**src/rtl/tick_timer_scheduler.sv**
```systemverilog
// Four-channel countdown timer scheduler sharing one timebase prescaler.
// Channels are granted in round-robin order and get a one-cycle done pulse on completion.
//
// state | meaning
// IDLE  | no channel timed; picks next requester in round-robin order
// RUN   | counting ticks for the granted channel
// DONE  | one-cycle completion pulse for the served channel
module tick_timer_scheduler #(
    parameter int TICK_CYCLES = 1_000_000,
    parameter int DUR_W       = 8
) (
    input  logic               clk,
    input  logic               rst,
    input  logic [3:0]         req,
    input  logic [4*DUR_W-1:0] dur,
    output logic [3:0]         grant,
    output logic [3:0]         done,
    output logic               tick,
    output logic               busy,
    output logic [DUR_W-1:0]   remaining
);

    localparam int PW = $clog2(TICK_CYCLES);
    localparam logic [PW-1:0] PRESC_MAX = PW'(TICK_CYCLES - 1);

    typedef enum logic [1:0] {IDLE, RUN, DONE} state_t;

    state_t           state_q, state_d;
    logic [1:0]       ch_q, ch_d;
    logic [1:0]       last_q, last_d;
    logic [PW-1:0]    presc_q, presc_d;
    logic [DUR_W-1:0] rem_q, rem_d;
    logic [3:0]       grant_q, grant_d;
    logic [3:0]       done_q, done_d;
    logic             tick_q, tick_d;
    logic             busy_q, busy_d;

    logic             found;
    logic [1:0]       sel;
    logic [1:0]       idx;

    always_comb begin
        state_d = state_q;
        ch_d    = ch_q;
        last_d  = last_q;
        presc_d = presc_q;
        rem_d   = rem_q;
        found   = 1'b0;
        sel     = last_q;
        idx     = last_q;

        // Search starts just after the last served channel so a held request waits its turn.
        for (int k = 1; k <= 4; k++) begin
            idx = last_q + 2'(k);
            if (!found && req[idx]) begin
                found = 1'b1;
                sel   = idx;
            end
        end

        case (state_q)
            IDLE: begin
                if (found) begin
                    ch_d    = sel;
                    last_d  = sel;
                    presc_d = '0;
                    rem_d   = dur[int'(sel)*DUR_W +: DUR_W];
                    state_d = (rem_d == '0) ? DONE : RUN;
                end
            end
            RUN: begin
                if (!req[ch_q]) begin
                    // Abort takes priority over a final tick landing in the same cycle.
                    state_d = IDLE;
                    rem_d   = '0;
                    presc_d = '0;
                end else if (presc_q == PRESC_MAX) begin
                    presc_d = '0;
                    if (rem_q != '0) begin
                        rem_d = rem_q - 1'b1;
                    end
                    if (rem_q == DUR_W'(1)) begin
                        state_d = DONE;
                    end
                end else begin
                    presc_d = presc_q + 1'b1;
                end
            end
            DONE: begin
                state_d = IDLE;
                rem_d   = '0;
                presc_d = '0;
            end
            default: begin
                state_d = IDLE;
                rem_d   = '0;
                presc_d = '0;
            end
        endcase

        grant_d = (state_d == RUN)  ? (4'b0001 << ch_d) : 4'b0000;
        done_d  = (state_d == DONE) ? (4'b0001 << ch_d) : 4'b0000;
        tick_d  = (state_d == RUN) && (presc_d == PRESC_MAX);
        busy_d  = (state_d != IDLE);
    end

    always_ff @(posedge clk or negedge rst) begin
        if (!rst) begin
            state_q <= IDLE;
            ch_q    <= 2'd0;
            last_q  <= 2'd3;
            presc_q <= '0;
            rem_q   <= '0;
            grant_q <= 4'b0000;
            done_q  <= 4'b0000;
            tick_q  <= 1'b0;
            busy_q  <= 1'b0;
        end else begin
            state_q <= state_d;
            ch_q    <= ch_d;
            last_q  <= last_d;
            presc_q <= presc_d;
            rem_q   <= rem_d;
            grant_q <= grant_d;
            done_q  <= done_d;
            tick_q  <= tick_d;
            busy_q  <= busy_d;
        end
    end

    assign grant     = grant_q;
    assign done      = done_q;
    assign tick      = tick_q;
    assign busy      = busy_q;
    assign remaining = rem_q;

endmodule

```
**config.mk**
```make
export PLATFORM = sky130hd
export DESIGN_NAME = tick_timer_scheduler
export DESIGN_NICKNAME = d
export VERILOG_FILES = /design/src/rtl/tick_timer_scheduler.sv
export SDC_FILE = /design/constraint.sdc
export NUM_CORES = 1
export LEC_CHECK = 0
export ABC_AREA = 1
export BUFFER_PORTS_ARGS = -buffer_cell sky130_fd_sc_hd__buf_2
export CAP_MARGIN = 20
export CORE_MARGIN = 5
export CORE_UTILIZATION = 50
export CTS_BUF_LIST = sky130_fd_sc_hd__clkbuf_2
export DETAILED_ROUTE_END_ITERATION = 8
export GPL_ROUTABILITY_DRIVEN = 0
export PLACE_DENSITY = 0.69
export SYNTH_ARGS = -nofsm -noshare
export SYNTH_HDL_FRONTEND = slang
export SYNTH_SLANG_ARGS = --single-unit
```
**constraint.sdc**
```tcl
create_clock -name clk -period 2.6 [get_ports clk]
set_input_delay 0.13 -clock clk [delete_from_list [all_inputs] [get_ports clk]]
set_output_delay 0.13 -clock clk [all_outputs]
set_load 0.02 [all_outputs]
```
==> results.toml, run 1 <==
[min_path]
hp-start = "dur[9]"
hold_class = "primary input to register"

[layout]
layout-drive-gt1-share = 0.2912
fin_util = 0.6831
area_delta_synth_final_pct = 34.07
nets = 634
n_fill_cell = 549
seq_area_sq_um = 1104
multiInputGateArea_sq_um = 2076
antenna_cells = 0

[timing]
hold_slack_ns = 0.2533
maxSlewHeadroom = 0.7469
hold_viol = 0
drv_slew = 0
clock_skew_ns = 0.02711
worst_slew_pin_slew_ns = 0.3767
finalCritPeriodShare = 1.018
finalSetupTns_ns = -0.1896
rsz0062_at_grt = "true"
setup_viol = 6
min_period_ns = 2.646
fmax_mhz = 377.9
fin_ws_ns = -0.04627

[yosys]
synth_top_cell_area_share = 0.3267
synth_cell_types = 34
synthArstFlopShare = 1.000
syn_inst = 486
synthTopCellsByCount = "nand2_1, nor2_1, inv_1"
synthTopCellsByArea = "dfrtp_1, nand2_1, nand3_1"
synth_compound_area_frac = 0.06534
avgSynthCellArea_sq_um = 6.619
syn-cell-area_sq_um = 3217
ys_seq_area_frac = 0.3431
synth_top_family_by_area = "simple AND/OR/NAND/NOR gates"
synth_xor_area_frac = 0.04356
yosys.area_share.simple = 0.4457
synth_mux_area_frac = 0
synth-seq-cells = 44
yosysTopAreaCell = "dfrtp_1"
yosysWarnings = 0
syn-num-nets = 527
synth-edff-count = 0
synthFlopType = "dfrtp_1"
synth_fa_ha_area_frac = 0.01167
synth.most_common_cell = "nand2_1"

[placement]
io_buffers = 55
place_hpwl_um = 6776
dp_slack_ns = 0.02405

[drt]
highest_layer = "met4"
drt-initial-drc-count = 220
finalWirelength_um = 9709
detail_route.vias_per_cell = 5.368
dr_wl_met2_um = 4721
drtPass1Iterations = 4
post_drt_wl_per_cell_um = 14.47
wl_met1_um = 4222
detail-route-antenna-nets = 0
drc = 0
wl_met3_um = 573
vias = 3602

[setup_path]
startpoint_type = "register"
worstSetupEndpointType = "register"
crit_type = "register to register"
crit_required_ns = 2.91
crit_arrival_ns = 2.95
r2r_cells = 16
path_max_fanout = 7
cp-endpoint = "grant[1]"
r2r-start = "last_q[1]"
r2r_end = "grant[1]"
rrSetupSlack_ns = -0.05
worstSetupStartpoint = "last_q[1]"

[pwr]
vdd_drop_max_mv = 1.176
fin_total_pwr_mw = 5.776
leakage_nw = 2.251
power_density_nw_per_um2 = 1339

[clock_tree]
clockBufferDepth = 2
h-tree-depth = 2
clkSinkCount = 44
cts_tree = "done"
cts_buffers = 5
cts-root-buf = "clkbuf_2"
clkLatencyLatePin_ns = 0.41
path_clk_slew_ns = 0.24

[die]
die-height_um = 90.21
die_area_sq_um = 8138
dieWidth_um = 90.21
core_region_area_sq_um = 6314
io-pin-count = 56
rows = 29
start_util = 0.5095

[status]
violations = "negative setup slack"
status = "complete, but fails checks"

[global_route]
grt_max_degree = 45
grt_pass1_wl_um = 14760
grt_overflow = 0
grt_usage = 0.2131
grt_pass1_vias = 3237
antenna_found_initial = 0

[job]
max-cap-violations = 0
[registers in the layout, indices dropped and copies added, names as in the netlist]
name / flops
tick: 1
done: 4
ch_q: 2
state_q: 2
busy: 1
presc_q: 20
remaining: 8
last_q: 2
grant: 4
[worst min path at each step]
stage                              end  cells past startpoint
after floorplan                   busy                      0
after global placement    remaining[1]                      1
after detailed placement  remaining[1]                      1
after CTS                 remaining[2]                      7
after global routing      remaining[1]                      7
final                     remaining[1]                      7
[timing repair]
item                                   CTS  global route
setup buffers                            0            25
resized for setup                        0            79
endpoints found under the hold margin   42             2
setup endpoints to repair                0            12
hold buffers                             1             1
[through the flow]
step / cells / instance area, sq um
floorplan: 486 / 3217
global placement: 632 / 3695
detailed placement: 632 / 3695
CTS: 641 / 3776
global route: 671 / 4313
finish: 671 / 4313
[worst max-delay path, cell delays in order (launching register included)]
cell and delay (ns):
dfstp_2 0.67, inv_2 0.10, nand2_1 0.12, nand2_4 0.09, nand2_4 0.09, nand2_4 0.08
nor2_1 0.16, nand3_1 0.15, nand2_4 0.14, buf_4 0.17, nand3_1 0.09, nand2_1 0.09
nand2_1 0.10, nor2_4 0.12, nand2_2 0.07, a21boi_4 0.26, nor2_1 0.06
[per-layer routing]
metal | vias up | GRT usage
li1 | 1789 | -
met4 | 0 | 0.06576
met2 | 129 | 0.3427
met3 | 21 | 0.04090
met1 | 1663 | 0.2898
met5 | - | 0
[placed cells by master (no fill, tap or decap), types with 3 or more instances in the layout]
master and count:
nand4_1 18, nand3_2 9, buf_6 4, buf_4 39, buf_2 55, nand2_4 20
a21oi_1 9, nand2_1 116, nand2_2 11, dfrtp_1 42, nor3_1 13, o22ai_1 9
nor2_2 4, nand3_1 49, nand3b_1 7, inv_1 61, ha_1 3, nor2_1 59
o21ai_0 10, clkbuf_2 5, xor2_1 15
[cells by family after synthesis]
group | after synthesis
AO/OA/AOI/OAI | 36
XOR/XNOR | 16
adder cells (fa/ha/maj) | 3
buffers and inverters | 72
flip-flops | 44
AND/OR/NAND/NOR | 315
[power breakdown]
part	internal (mW)	switching (mW)	leakage, nW
clock	0.166	0.240	0.0396
sequential	0.848	0.140	0.585
combinational	1.78	2.60	1.63
total	2.80	2.98	2.25
[layout make-up]
cell class,count,area share
multi-input cells,372,0.4813
flip-flops and latches,44,0.2559
repair buffers,104,0.1642
inverters,66,0.05976
well taps,77,0.02234
clock inverters,3,0.01073
clock buffers,5,0.005802
Power figures use the tool's default switching activity.
==> run 2: changes to the inputs <==
BUFFER_PORTS_ARGS = -buffer_cell sky130_fd_sc_hd__buf_4   (was -buffer_cell sky130_fd_sc_hd__buf_2)
CORE_MARGIN = not set   (was 5)
==> run 2 against run 1 <==
Net effect:
- the flow still finishes with violations (negative setup slack)
- final area grew 2.3%
- cell count is 2.2% lower
- hold slack got worse by 0.023 ns
- power rose by 0.14%
- combinational power increased by 3%
- die area decreased by 17%
- via count grew 2.0%
- clock skew decreased by 0.019 ns
- maximum frequency up 1.5%
- utilization grew 4.5 points
- sequential power up 0.9%
- flip-flop and latch count is the same
- critical endpoint unchanged
==> results.toml, run 2 (synthesis gave the netlist of run 1 again) <==
[global_route]
grt_pass1_wl_um = 13720
grt_overflow = 0
grt_usage = 0.2662
antenna_found_initial = 0
grt_max_degree = 45
grt_pass1_vias = 2974

[drt]
detail_route.vias_per_cell = 5.601
detail-route-antenna-nets = 0
post_drt_wl_per_cell_um = 15.24
drc = 0
drt-initial-drc-count = 321
vias = 3674
drtPass1Iterations = 5
finalWirelength_um = 9995

[placement]
io_buffers = 55
place_hpwl_um = 6806

[layout]
nets = 621
multiInputGateArea_sq_um = 2211
antenna_cells = 0
layout_common_cells = "nand2_1, buf_4, inv_1"
largest-register = "presc_q"
n_fill_cell = 489
mostFrequentLayoutCell = "nand2_1"
layout-drive-gt1-share = 0.3029
area_delta_synth_final_pct = 37.11
seq_area_sq_um = 1104
largest_reg_flops = 20

[die]
die_area_sq_um = 6758
core_region_area_sq_um = 6061
dieWidth_um = 82.21
io-pin-count = 56
die-height_um = 82.21
rows = 28
start_util = 0.5308

[timing]
finalSetupTns_ns = -0.01034
min_period_ns = 2.607
fmax_mhz = 383.7
setup_viol = 3
hold_slack_ns = 0.2305
worst_slew_pin_slew_ns = 0.5414
maxSlewHeadroom = 0.6391
hold_viol = 0
clock_skew_ns = 0.008332
finalCritPeriodShare = 1.003
drv_slew = 0
fin_ws_ns = -0.006519

[clock_tree]
cts-root-buf = "clkbuf_2"
clockBufferDepth = 2
cts_tree = "done"
h-tree-depth = 2
path_clk_slew_ns = 0.21
clkLatencyLatePin_ns = 0.39
clkSinkCount = 44
cts_buffers = 5

[setup_path]
startpoint_type = "register"
worstSetupEndpointType = "register"
crit_arrival_ns = 2.91
path_max_fanout = 7
crit_type = "register to register"
crit_required_ns = 2.90

[job]
max-cap-violations = 0

[pwr]
vdd_drop_max_mv = 1.058
power_density_nw_per_um2 = 1311
leakage_nw = 2.212

[status]
status = "complete, but fails checks"
violations = "negative setup slack"

[min_path]
hold_class = "primary input to asynchronous set/reset pin"
[run 2: worst max-delay path, cell delays in order, from the launching register on]
cell and delay [ns]:
dfstp_2 0.66, buf_6 0.16, nand2_1 0.06, nand3_1 0.13
nand2_1 0.09, nor2_1 0.21, nand3_2 0.20, nand2_4 0.17
nand3_1 0.10, nand2_2 0.10, nand2_2 0.07, nor2_4 0.12
nand2_2 0.07, a21boi_4 0.28, nor2_1 0.09
[run 2: metrics by stage]
stage | util | worst slack, ns | std cells | power, mW | instance area, sq um
6_report | 0.7277 | -0.006519 | 656 | 5.784 | 4410
2_1_floorplan | - | 0.3195 | 486 | 3.173 | 3217
5_1_grt | 0.7277 | -0.08042 | 656 | 6.170 | 4410
4_1_cts | 0.6381 | 0.001803 | 637 | 4.252 | 3867
3_3_place_gp | 0.6294 | 0.09656 | 628 | 3.919 | 3815
3_5_place_dp | 0.6294 | 0.006376 | 628 | 3.963 | 3815
[run 2: final timing paths]
check	from	end	slack [ns]	cells after the start
worst max-delay path	last_q[0]	grant[1]	-0.007	14
worst min-delay path	rst	remaining[3]	0.23	2
worst max register to register	last_q[0]	grant[1]	-0.007	14
worst min register to register	remaining[2]	remaining[2]	0.61	2
max in group asynchronous	rst	last_q[0]	1.99	2
min in group clk	dur[10]	remaining[2]	0.28	7
[run 2: timing repair]
item                                    4_1_cts  5_1_grt
hold buffers                                  1        0
endpoints found under the setup margin        0       12
hold endpoints to repair                     42        0
buffers inserted                              0       14
gates resized for setup                       0      101
[run 2: power breakdown]
group	internal, mW	leakage (nW)	total (mW)	switching [mW]
combinational	1.67	1.60	4.51	2.84
clock	0.0687	0.0290	0.283	0.214
sequential	0.848	0.585	0.996	0.148
total	2.58	2.21	5.78	3.20
[run 2: per-layer routing]
metal | up-vias | part of all wire | wire length, um | GRT usage
li1 | 1768 | - | - | -
met1 | 1709 | 0.46 | 4568 | 0.3912
met2 | 178 | 0.45 | 4466 | 0.4041
met3 | 19 | 0.080 | 795 | 0.05495
met4 | 0 | 0.016 | 164 | 0.04561
met5 | - | 0 | 0 | 0
[run 2: cell type report]
class,instances,share of cell area
Timing Repair Buffer,88,0.1563
Inverter,66,0.06128
Sequential cell,44,0.2502
Multi-Input combinational cell,375,0.5013
Clock buffer,6,0.006809
Clock inverter,2,0.002837
Tap cell,75,0.02128
==> run 3: changes to the inputs <==
PLACE_DENSITY = 0.72   (was 0.69)
==> run 3 against run 2 <==
Net effect:
- the run still ends with negative setup slack left
- maximum frequency is 0.71% lower
- clock skew increased by 0.019 ns
- global-route usage increased by 1.9 points
- wire length down 6.2%
- combinational power down 16%
- critical path type unchanged
- non-clock buffer count grew 1
- power shrank 9.1%
- clock power up 76%
- largest power group unchanged
- critical path depth rose by 2
- sequential share of layout area grew 1.2 points
==> results.toml, run 3 (synthesis gave the netlist of run 1 again) <==
[global_route]
antenna_found_initial = 0
grt_overflow = 0
grt_usage = 0.2851
grt_pass1_vias = 3164
grt_pass1_wl_um = 14710
grt_max_degree = 45

[drt]
post_drt_wl_per_cell_um = 14.29
dr_wl_met2_um = 4455
wl_met3_um = 723
drtPass1Iterations = 5
detail-route-antenna-nets = 0
wl_met1_um = 4088
drc = 0
vias = 3577
drt-initial-drc-count = 273
detail_route.vias_per_cell = 5.453
highest_layer = "met4"
finalWirelength_um = 9371

[die]
die-height_um = 82.21
die_area_sq_um = 6758
dieWidth_um = 82.21
io-pin-count = 56
core_region_area_sq_um = 6061
start_util = 0.5308
rows = 28

[setup_path]
crit_chain = "inv_4 -> nand2_1 -> nand2_2 -> nand2_2 -> nand2_4 -> inv_4 -> nand3_4 -> buf_8 -> nand3_1 -> nand3_1 -> nand2_1 -> nand2_1 -> nor2_2 -> nand2_2 -> a21boi_4 -> nor2_1"
crit_required_ns = 2.92
path_max_fanout = 10
crit_type = "register to register"
r2r-start = "last_q[0]"
crit_slowest_cell = "dfstp_2"
crit_family = "simple AND/OR/NAND/NOR gates"
slowest_delay_ns = 0.66
crit_arrival_ns = 2.94
worstSetupEndpointType = "register"
worstSetupStartpoint = "last_q[0]"
startpoint_type = "register"
worst-path-buf-inv = 3

[layout]
largest_reg_flops = 20
antenna_cells = 0
area_delta_synth_final_pct = 30.92
layout_common_cells = "nand2_1, buf_4, nor2_1"
mostFrequentLayoutCell = "nand2_1"
fin_area_sq_um = 4212
layout-drive-gt1-share = 0.2444
largest-register = "presc_q"
nets = 621
fin_util = 0.6949

[clock_tree]
path_clk_slew_ns = 0.24
cts_tree = "done"
cts-root-buf = "clkbuf_2"
clockBufferDepth = 2
clkSinkCount = 44
cts_buffers = 5
clkLatencyLatePin_ns = 0.43
h-tree-depth = 2

[timing]
setup_viol = 5
finalCritPeriodShare = 1.010
drv_slew = 0
clock_skew_ns = 0.02722
hold_slack_ns = 0.1816
min_period_ns = 2.625
rsz0062_at_grt = "true"
fmax_mhz = 380.9
hold_viol = 0
worst_slew_pin_slew_ns = 0.5460
maxSlewHeadroom = 0.6360
fin_ws_ns = -0.02521

[pwr]
p_comb_frac = 0.718
power_switching_mw = 2.731
power_frac_clock = 0.095
fin_total_pwr_mw = 5.259
power_density_nw_per_um2 = 1249
power_frac_seq = 0.187
leakage_nw = 2.167
p_int_mw = 2.528
vdd_drop_max_mv = 0.7971
swShare = 0.5193

[placement]
io_buffers = 55
place_hpwl_um = 6660
placed_area_sq_um = 3822
dp_slack_ns = -0.1101

[job]
max-cap-violations = 0

[min_path]
hold_class = "primary input to asynchronous set/reset pin"

[status]
status = "complete, but fails checks"
violations = "negative setup slack"
## run 3: what timing repair did
action | 4_1_cts | 5_1_grt
hold buffers | 1 | 0
cloned | 1 | 4
pin swaps | 2 | 10
resized for setup | 7 | 27
endpoints found under the hold margin | 42 | 0
endpoints found under the setup margin | 12 | 12
buffers inserted | 4 | 9
## run 3: power groups by stage
stage	combinational, mW	sequential [mW]	clock (mW)
after floorplan	2.11	1.07	0
after global placement	2.93	1.01	0
after detailed placement	2.98	1.01	0
after CTS	3.18	0.989	0.504
after global routing	4.16	1.00	0.529
final	3.78	0.984	0.499
## run 3: final timing paths
| kind | slack (ns) | endpoint | cells past startpoint |
|---|---|---|---|
| min reg2reg | 0.58 | last_q[1] | 2 |
| max reg2reg | -0.03 | tick | 16 |
| min in group clk | 0.20 | remaining[3] | 7 |
| max | -0.03 | tick | 16 |
| min | 0.18 | remaining[7] | 2 |
| max in group asynchronous | 2.00 | last_q[1] | 2 |
## run 3: final cells by class
class / instances / area [sq um]
multi-input cells: 374 / 1954
fillers: 530 / 1849
flip-flops and latches: 44 / 1104
repair buffers: 89 / 711.9
inverters: 66 / 257.7
well taps: 75 / 93.84
clock inverters: 2 / 60.06
clock buffers: 6 / 30.03
## run 3: metal layers
layer | vias to the layer above | GRT usage
met2 | 160 | 0.4752
met1 | 1638 | 0.3759
met5 | - | 0
li1 | 1764 | -
met3 | 15 | 0.05495
met4 | 0 | 0.07719
## run 3: through the flow
step	TNS [ns]	std cells
floorplan	0	486
global placement	-0.008300	629
detailed placement	-0.6849	629
CTS	0	643
global route	-1.262	656
finish	-0.09054	656
